`src/rtl/bf_pkg.sv`:
```
// Shared types and constants for the Bellman-Ford pipeline sequencer.
package bf_pkg;

    // Sequencer states.
    typedef enum logic [2:0] {
        S_IDLE     = 3'd0,
        S_INIT     = 3'd1,
        S_RUN      = 3'd2,
        S_DRAIN    = 3'd3,
        S_PASS_END = 3'd4,
        S_DONE     = 3'd5
    } state_t;

    // Distance word width and the "unreached" value the datapath writes
    // when init_zero is low.
    localparam int DIST_W = 16;
    localparam logic [DIST_W-1:0] DIST_INF = '1;

endpackage

```
`src/rtl/bf_hazard_unit.sv`:
```
// Read-after-write hazard detector.
// The edge in Read may depend on a distance that Relax or Write is
// about to change. If so, the edge must wait.
module bf_hazard_unit #(
    parameter int NODE_AW = 8
) (
    input  logic               v1,
    input  logic               v2,
    input  logic               v3,
    input  logic [NODE_AW-1:0] rd_src,
    input  logic [NODE_AW-1:0] rd_dst,
    input  logic [NODE_AW-1:0] x_dst,
    input  logic               x_upd,
    input  logic [NODE_AW-1:0] w_dst,
    input  logic               w_upd,
    output logic               stall
);

    logic x_hit;
    logic w_hit;

    // Compare the Read-stage nodes against the pending Relax and Write targets.
    always_comb begin
        x_hit = v2 & x_upd & ((x_dst == rd_src) | (x_dst == rd_dst));
        w_hit = v3 & w_upd & ((w_dst == rd_src) | (w_dst == rd_dst));
        stall = v1 & (x_hit | w_hit);
    end

endmodule

```
`src/rtl/bf_pipe_ctrl.sv`:
```
// Sequencer for the pipelined Bellman-Ford datapath.
// Function:
//   - Initialises the distance memory.
//   - Streams edge addresses into Fetch.
//   - Steers the R1..R3 enables and clears.
//   - Inserts bubbles on read-after-write hazards.
//   - Counts passes and flags a negative cycle.
// Register handshake:
//   - reg_en[i] moves stage i's data into R(i+1).
//   - reg_clr[i] overrides the enable and empties R(i+1).
//   - A valid bit follows each register, so a held register keeps its occupancy.
module bf_pipe_ctrl
    import bf_pkg::*;
#(
    parameter int NODE_AW  = 8,
    parameter int EDGE_AW  = 10,
    parameter int SRC_NODE = 0
) (
    input  logic               clk,
    input  logic               clear,
    input  logic               start,
    input  logic [NODE_AW:0]   num_nodes,
    input  logic [EDGE_AW:0]   num_edges,
    output logic               init_we,
    output logic [NODE_AW-1:0] init_addr,
    output logic               init_zero,
    output logic [EDGE_AW-1:0] edge_addr,
    output logic [2:0]         reg_en,
    output logic [2:0]         reg_clr,
    input  logic [NODE_AW-1:0] rd_src,
    input  logic [NODE_AW-1:0] rd_dst,
    input  logic [NODE_AW-1:0] x_dst,
    input  logic               x_upd,
    input  logic [NODE_AW-1:0] w_dst,
    input  logic               w_upd,
    output logic [NODE_AW:0]   pass_cnt,
    output logic               busy,
    output logic               done,
    output logic               neg_cycle
);

    localparam logic [NODE_AW:0]   NODE_ONE  = 1;
    localparam logic [EDGE_AW:0]   EDGE_ONE  = 1;
    localparam logic [NODE_AW-1:0] ADDR_ONE  = 1;
    localparam logic [EDGE_AW-1:0] EADDR_ONE = 1;
    localparam logic [NODE_AW-1:0] SRC_ADDR  = NODE_AW'(SRC_NODE);

    state_t             state;
    state_t             state_nxt;
    logic [NODE_AW:0]   v_reg;
    logic [EDGE_AW:0]   e_reg;
    logic               v1, v2, v3;
    logic               any_upd;
    logic               is_check;
    logic               stall_raw;
    logic               stall;
    logic               in_pipe;
    logic               init_last;
    logic               issue_last;
    logic               pipe_empty;
    logic               go_check;
    logic               fetch_valid;
    logic [NODE_AW:0]   pass_inc;
    logic [NODE_AW-1:0] init_addr_inc;

    bf_hazard_unit #(.NODE_AW(NODE_AW)) u_hazard (
        .v1     (v1),
        .v2     (v2),
        .v3     (v3),
        .rd_src (rd_src),
        .rd_dst (rd_dst),
        .x_dst  (x_dst),
        .x_upd  (x_upd),
        .w_dst  (w_dst),
        .w_upd  (w_upd),
        .stall  (stall_raw)
    );

    // Terminal conditions.
    // Counters are one bit wider than the addresses, so N-1 never wraps.
    always_comb begin
        in_pipe       = (state == S_RUN) || (state == S_DRAIN);
        stall         = stall_raw & in_pipe;
        init_last     = ({1'b0, init_addr} == (v_reg - NODE_ONE));
        issue_last    = ({1'b0, edge_addr} == (e_reg - EDGE_ONE));
        pipe_empty    = !v1 && !v2 && !v3;
        pass_inc      = pass_cnt + NODE_ONE;
        go_check      = (pass_inc >= (v_reg - NODE_ONE));
        fetch_valid   = (state == S_RUN) && !stall;
        init_addr_inc = init_addr + ADDR_ONE;
    end

    // State register.
    always_ff @(posedge clk) begin
        if (clear) state <= S_IDLE;
        else       state <= state_nxt;
    end

    // Next-state logic.
    always_comb begin
        state_nxt = state;
        case (state)
            S_IDLE:     if (start) state_nxt = S_INIT;
            S_INIT:     if (init_last) state_nxt = (e_reg == '0) ? S_PASS_END : S_RUN;
            S_RUN:      if (!stall && issue_last) state_nxt = S_DRAIN;
            S_DRAIN:    if (pipe_empty) state_nxt = S_PASS_END;
            S_PASS_END: state_nxt = (is_check || !any_upd) ? S_DONE : S_RUN;
            S_DONE:     if (start) state_nxt = S_INIT;
            default:    state_nxt = S_IDLE;
        endcase
    end

    // Pipeline register controls and the busy flag.
    always_comb begin
        reg_en  = 3'b000;
        reg_clr = 3'b000;
        busy    = (state != S_IDLE) && (state != S_DONE);
        if (clear || state == S_IDLE) begin
            reg_clr = 3'b111;
        end else if (in_pipe) begin
            if (stall) begin
                // R1 holds, a bubble enters R2, R3 keeps draining.
                reg_en  = 3'b110;
                reg_clr = 3'b010;
            end else begin
                reg_en  = 3'b111;
            end
        end
    end

    // Occupancy tracking. Each valid bit shifts with its register's enable.
    always_ff @(posedge clk) begin
        if (clear) begin
            v1 <= 1'b0;
            v2 <= 1'b0;
            v3 <= 1'b0;
        end else begin
            if (reg_clr[0])     v1 <= 1'b0;
            else if (reg_en[0]) v1 <= fetch_valid;
            if (reg_clr[1])     v2 <= 1'b0;
            else if (reg_en[1]) v2 <= v1;
            if (reg_clr[2])     v3 <= 1'b0;
            else if (reg_en[2]) v3 <= v2;
        end
    end

    // Counters, address generators and result flags.
    always_ff @(posedge clk) begin
        if (clear) begin
            init_we   <= 1'b0;
            init_addr <= '0;
            init_zero <= 1'b0;
            edge_addr <= '0;
            pass_cnt  <= '0;
            done      <= 1'b0;
            neg_cycle <= 1'b0;
            v_reg     <= '0;
            e_reg     <= '0;
            any_upd   <= 1'b0;
            is_check  <= 1'b0;
        end else begin
            case (state)
                S_IDLE, S_DONE: begin
                    if (start) begin
                        init_we   <= 1'b1;
                        init_addr <= '0;
                        init_zero <= (SRC_ADDR == '0);
                        edge_addr <= '0;
                        pass_cnt  <= '0;
                        done      <= 1'b0;
                        neg_cycle <= 1'b0;
                        v_reg     <= num_nodes;
                        e_reg     <= num_edges;
                        any_upd   <= 1'b0;
                        is_check  <= 1'b0;
                    end
                end
                S_INIT: begin
                    if (init_last) begin
                        init_we   <= 1'b0;
                        init_zero <= 1'b0;
                    end else begin
                        init_addr <= init_addr_inc;
                        init_zero <= (init_addr_inc == SRC_ADDR);
                    end
                end
                S_RUN, S_DRAIN: begin
                    any_upd <= any_upd | (w_upd & v3);
                    if (state == S_RUN && !stall && !issue_last)
                        edge_addr <= edge_addr + EADDR_ONE;
                end
                S_PASS_END: begin
                    if (is_check) begin
                        done      <= 1'b1;
                        neg_cycle <= any_upd;
                    end else if (!any_upd) begin
                        done      <= 1'b1;
                        neg_cycle <= 1'b0;
                    end else begin
                        pass_cnt  <= pass_inc;
                        is_check  <= go_check;
                        any_upd   <= 1'b0;
                        edge_addr <= '0;
                    end
                end
                default: ;
            endcase
        end
    end

endmodule

```
`config.mk`:
```
export PLATFORM = sky130hd
export DESIGN_NAME = bf_pipe_ctrl
export DESIGN_NICKNAME = d
export VERILOG_FILES = /design/src/rtl/bf_pkg.sv /design/src/rtl/bf_hazard_unit.sv /design/src/rtl/bf_pipe_ctrl.sv
export SDC_FILE = /design/constraint.sdc
export NUM_CORES = 1
export LEC_CHECK = 0
export CAP_MARGIN = 40
export CORE_AREA = 2 2 122 124
export DETAILED_ROUTE_END_ITERATION = 10
export DIE_AREA = 0 0 124 126
export PLACE_DENSITY = 0.49
export SYNTH_ARGS = -nofsm -noshare
export SYNTH_HDL_FRONTEND = slang
export SYNTH_HIERARCHICAL = 1
export SYNTH_SLANG_ARGS = --single-unit
export TNS_END_PERCENT = 30
```
`constraint.sdc`:
```
create_clock -name clk -period 3.15 [get_ports clk]
set_clock_uncertainty 0.15 [all_clocks]
set_input_delay 0.945 -clock clk [delete_from_list [all_inputs] [get_ports clk]]
set_output_delay 0.945 -clock clk [all_outputs]
set_load 0.01 [all_outputs]
```
# Word-level counts from Yosys, hierarchy flattened
# Cells that the tools add are included.
# word_totals
regBits	59
input_bits	57
elab_cells	131
# classes
n_addsub	5
n_lt_le_gt_ge	1
n_eq_ne	21
n_mux	42
bitwise	10
n_reduce_logical	37
# ops
cell	count
$mux W10	4
$eq A8 B8 Y1	4
$pmux W10 S3	1
$mux W3	9
$mux W9	3
$pmux W9 S2	1
$mux W8	2
$pmux W8 S2	1
$pmux W3 S5	1
$mux W1	12
$ne A2 B2 Y1 const B	6
$reduce_and A3 Y1	4
$eq A10 B11 Y1	1
$logic_not A11 Y1	1
$sub A11 B1 Y11 const B	1
$add A10 B1 Y10 const B	1
$pmux W1 S2	5
$reduce_or A2 Y1	5
$add A9 B1 Y9 const B	1
$eq A8 B9 Y1	1
$ge A9 B9 Y1	1
$sub A9 B1 Y9 const B	1
$add A8 B1 Y8 const B	1
$logic_not A8 Y1	1
other kinds (18)	48

# Longest topological paths before layout
# depth
depth_word	11
ltp_mapped	10
mapped_depth_nobuf	10

# Hierarchy
# Netlist, hierarchy kept.
# modules_own_cells
module	instances	cells_per_inst	area_per_inst_um2
bf_pipe_ctrl	1	484	3816.2
bf_hazard_unit	1	45	367.9

# Worst setup path before layout
# No wires, ideal clock.
# synth_timing
kind	input port to flip-flop
start	input w_dst[2]
end	register edge_addr[1]
t_arrival_ns	2.799
required_ns	2.930
setup_slack_ns	0.131
path_stages	8
n_path_buf	0
cell_sequence	xor2_1 nor4_1 a22oi_1 o22ai_1 nor4b_1 o31ai_4 or4_2 a21oi_1
# synth_between
elab_chain_len	11
word_cells_on_any_way	12
classes_between	eq/ne: 3; bitwise: 5; reduce/logical: 4
# synth_rtl
item	line_no	rtl
from (decl)	bf_pipe_ctrl.sv:34	input logic [NODE_AW-1:0] w_dst,
$eq A8 B8 Y1	bf_hazard_unit.sv:25	w_hit = v3 & w_upd & ((w_dst == rd_src) | (w_dst == rd_dst));
$or A1 B1 Y1 *	bf_hazard_unit.sv:25	
$and A1 B1 Y1 *	bf_hazard_unit.sv:25	
$or A1 B1 Y1 *	bf_hazard_unit.sv:26	stall = v1 & (x_hit | w_hit);
$and A1 B1 Y1 *	bf_hazard_unit.sv:26	
named net stall_raw	bf_pipe_ctrl.sv:55	logic stall_raw;
$and A1 B1 Y1 *	bf_pipe_ctrl.sv:83	stall = stall_raw & in_pipe;
$logic_not A1 Y1 *	bf_pipe_ctrl.sv:189	if (state == S_RUN && !stall && !issue_last)
$logic_and A1 B1 Y1 * (2 in series)	bf_pipe_ctrl.sv:189	
$ne A2 B2 Y1 (no line) *	--	
$reduce_and A5 Y1 (no line) *	--	
to (signal assigned)	bf_pipe_ctrl.sv:190	edge_addr <= edge_addr + EADDR_ONE;
to (decl)	bf_pipe_ctrl.sv:27	output logic [EDGE_AW-1:0] edge_addr,
# Mark *: on every way through the listed nets, which the timed path passes. The rest lies on a longest branch.
# A chain may end at the register's enable or synchronous reset.

# Worst setup path in the final report
# layout_timing
start	input w_dst[0]
end	output reg_en[0]
# layout_between
elab_chain_len	9
word_cells_on_any_way	10
classes_between	eq/ne: 2; mux: 3; bitwise: 5
# layout_rtl
item	line_no	rtl
$eq A8 B8 Y1	bf_hazard_unit.sv:25	
$or A1 B1 Y1 *	bf_hazard_unit.sv:25	
$and A1 B1 Y1 *	bf_hazard_unit.sv:25	
$or A1 B1 Y1 *	bf_hazard_unit.sv:26	
$and A1 B1 Y1 *	bf_hazard_unit.sv:26	
named net stall_raw	bf_pipe_ctrl.sv:55	
$and A1 B1 Y1 *	bf_pipe_ctrl.sv:83	
$mux W1 *	bf_pipe_ctrl.sv:121	if (stall) begin
$mux W3 *	bf_pipe_ctrl.sv:120	end else if (in_pipe) begin
$mux W3 *	bf_pipe_ctrl.sv:118	if (clear || state == S_IDLE) begin
to (decl)	bf_pipe_ctrl.sv:28	output logic [2:0] reg_en,
# Marked as above.

==> results.sh <==
export IMPL_outcome="complete, but fails checks"
export IMPL_violations="setup timing"
export IMPL_drc=0
export IMPL_dieArea_um2=15600
export IMPL_dr_pass1_iters=4
export IMPL_cp_required_ns=2.05
export IMPL_endpoint_kind="output pin"
export IMPL_first_iter_violations=246
export IMPL_p_leak_nw=2.24
export IMPL_largest_reg_flops=11
export IMPL_hold_viol=0
export IMPL_ys_warn_count=6
export IMPL_worst_pin_slew_ns=0.932
export IMPL_ys_flop_type="dfxtp_1"
export IMPL_min_path_type="reg2reg"
export IMPL_peakVddDrop_mv=0.293
export IMPL_final_common_cell="nand2_1"
export IMPL_totalWireLength_um=12600
export IMPL_synth_async_sr_flop_share=0
export IMPL_setup_ws_ns=-0.142
export IMPL_crit_type="in2out"
export IMPL_die_h_um=126
export IMPL_drive_gt1_frac=0.175
export IMPL_ant_nets=0
export IMPL_cts_root_buf="clkbuf_16"
export IMPL_p_per_area_nw_per_um2=579
export IMPL_whs_ns=0.305
export IMPL_wl_per_cell_um=15.2
export IMPL_synth_seq_cells=59
export IMPL_gp_congestion=0.832
export IMPL_postCtsHoldBufs=0
export IMPL_io_pins=95
export IMPL_period_share=1.05
export IMPL_drv_slew=0
export IMPL_dp_hpwl_um=9510
export IMPL_avgViaCountPerCell=5.10
export IMPL_grt_max_degree=44
export IMPL_htree_levels=3
export IMPL_layoutNonFillerInstCount=824
export IMPL_fmax_ghz=0.304
export IMPL_clock_sinks=59
export IMPL_antenna_cells=0
export IMPL_synth_fp_nets=602
export IMPL_slew_limit_headroom=0.375
export IMPL_nets=708
export IMPL_clk_pin_slew_worst_paths_ns=0.06
export IMPL_cts_buffers=9
export IMPL_rsz0062_at_grt="true"
export IMPL_maxCapViolations=0
export IMPL_rows=44
export IMPL_start_kind="input pin"
export IMPL_io_buffers=94
export IMPL_synth_edf_count=0
export IMPL_synth_distinct_cells=67
export IMPL_fp_dieW_um=124
export IMPL_areaGrowthSynthToFinish_pct=37.8
export IMPL_ys_seq_area_frac=0.282
export IMPL_utilization=0.403
export IMPL_vias=4204
export IMPL_num_fill_cells=1520
export IMPL_cts_buffer_depth=2
export IMPL_fp_coreArea_um2=14300
export IMPL_start_util=0.292
export IMPL_place_inst=804
export IMPL_cp_arrival_ns=2.20
export IMPL_syn_inst=529
export IMPL_tns_ns=-0.304
export IMPL_min_period_ns=3.29
export IMPL_synth_area_per_cell_um2=7.91
export IMPL_clk_insertion_delay_late_ns=0.34
export IMPL_final_cell_mix="71 x nand2_1, 59 x dfxtp_1, 58 x clkdlybuf4s50_1"
export IMPL_antenna_found_initial=0
export IMPL_grt_use_total=0.168
export IMPL_syn_cell_area_um2=4180
export IMPL_crit_fanout=2
export IMPL_grt_pass1_wl_um=20700
export IMPL_grt_overflow_total=0
export IMPL_setup_viol=8
export IMPL_cts_tree="built"
export IMPL_grt_pass1_vias=4081
path summary, 6_finish.rpt:
path | from | end | slack [ns] | cells after the start
setup reg to reg | e_reg[1] | edge_addr[1] | 0.22 | 10
hold reg to reg | v_reg[8] | v_reg[8] | 0.30 | 2
setup / recovery | w_dst[0] | reg_en[0] | -0.14 | 8
hold / removal | v_reg[8] | v_reg[8] | 0.30 | 2
repair_timing:
item | in CTS | in global routing
endpoints found under the setup margin | 16 | 21
pin swaps | 32 | 7
gates resized for setup | 153 | 18
setup buffers | 4 | 0
gates cloned | 0 | 0
logic make-up after synthesis:
group / count (synthesis) / synth area share
xor+xnor: 58 / 0.128
buf+inv: 48 / 0.0496
simple gates: 211 / 0.264
compound gates: 135 / 0.223
fa+ha+maj: 16 / 0.0478
mux: 2 / 0.00478
flops: 59 / 0.282
critical path, stage by stage:
cell and delay, ns:
buf_2 0.13, xor2_2 0.18, nor4_2 0.28, a22oi_1 0.13, o22ai_2 0.21, buf_4 0.15, nor3_4 0.03, buf_2 0.14
metal layers:
metal | track usage | wire (µm)
met5 | 0 | 0
met3 | 0.0299 | 489
met1 | 0.227 | 6040
met4 | 0.0601 | 197
met2 | 0.267 | 5830
stage by stage:
stage	instance area, µm²	total power (W)	setup slack (ns)
2_1_floorplan	4180	0.00181	0.131
3_3_place_gp	5430	0.00231	-0.951
3_5_place_dp	5430	0.00232	-1.00
4_1_cts	5670	0.00335	-0.123
5_1_grt	5770	0.00358	-0.211
6_report	5770	0.00334	-0.142
cell type report:
cell class | instances | area (µm²) | share of cell area
clock buffer | 10 | 239 | 0.0414
clock inverter | 6 | 65.1 | 0.0113
inverter | 19 | 71.3 | 0.0124
multi-input combinational | 422 | 2920 | 0.506
sequential | 59 | 1180 | 0.205
tap | 184 | 230 | 0.0399
timing repair buffer | 124 | 1060 | 0.184
Yosys cell counts, types with 5 or more instances:
library cell | n | share of area
a2111o_1 | 7 | 0.019
and3_1 | 9 | 0.013
a22oi_1 | 7 | 0.013
a211oi_1 | 7 | 0.013
ha_1 | 16 | 0.048
nand3_1 | 20 | 0.024
a31oi_1 | 6 | 0.0090
xor2_1 | 44 | 0.092
dfxtp_1 | 59 | 0.28
o211ai_1 | 5 | 0.0090
nand2b_1 | 6 | 0.0090
nor2_1 | 30 | 0.027
nand2_1 | 71 | 0.064
inv_1 | 19 | 0.017
clkbuf_1 | 23 | 0.021
xnor2_1 | 12 | 0.025
o31ai_1 | 5 | 0.0090
nand3b_1 | 7 | 0.013
o2111ai_1 | 7 | 0.015
nor3_1 | 12 | 0.014
nor4_1 | 11 | 0.016
o21ai_0 | 19 | 0.023
a21oi_1 | 44 | 0.053
or3_1 | 9 | 0.013
power by group:
part	switching (W)	internal, W	leakage (nW)
clock	0.000381	0.000633	0.148
combinational	0.000780	0.000628	1.61
sequential	0.0000996	0.000818	0.479
(Power assumes the default switching activity.)
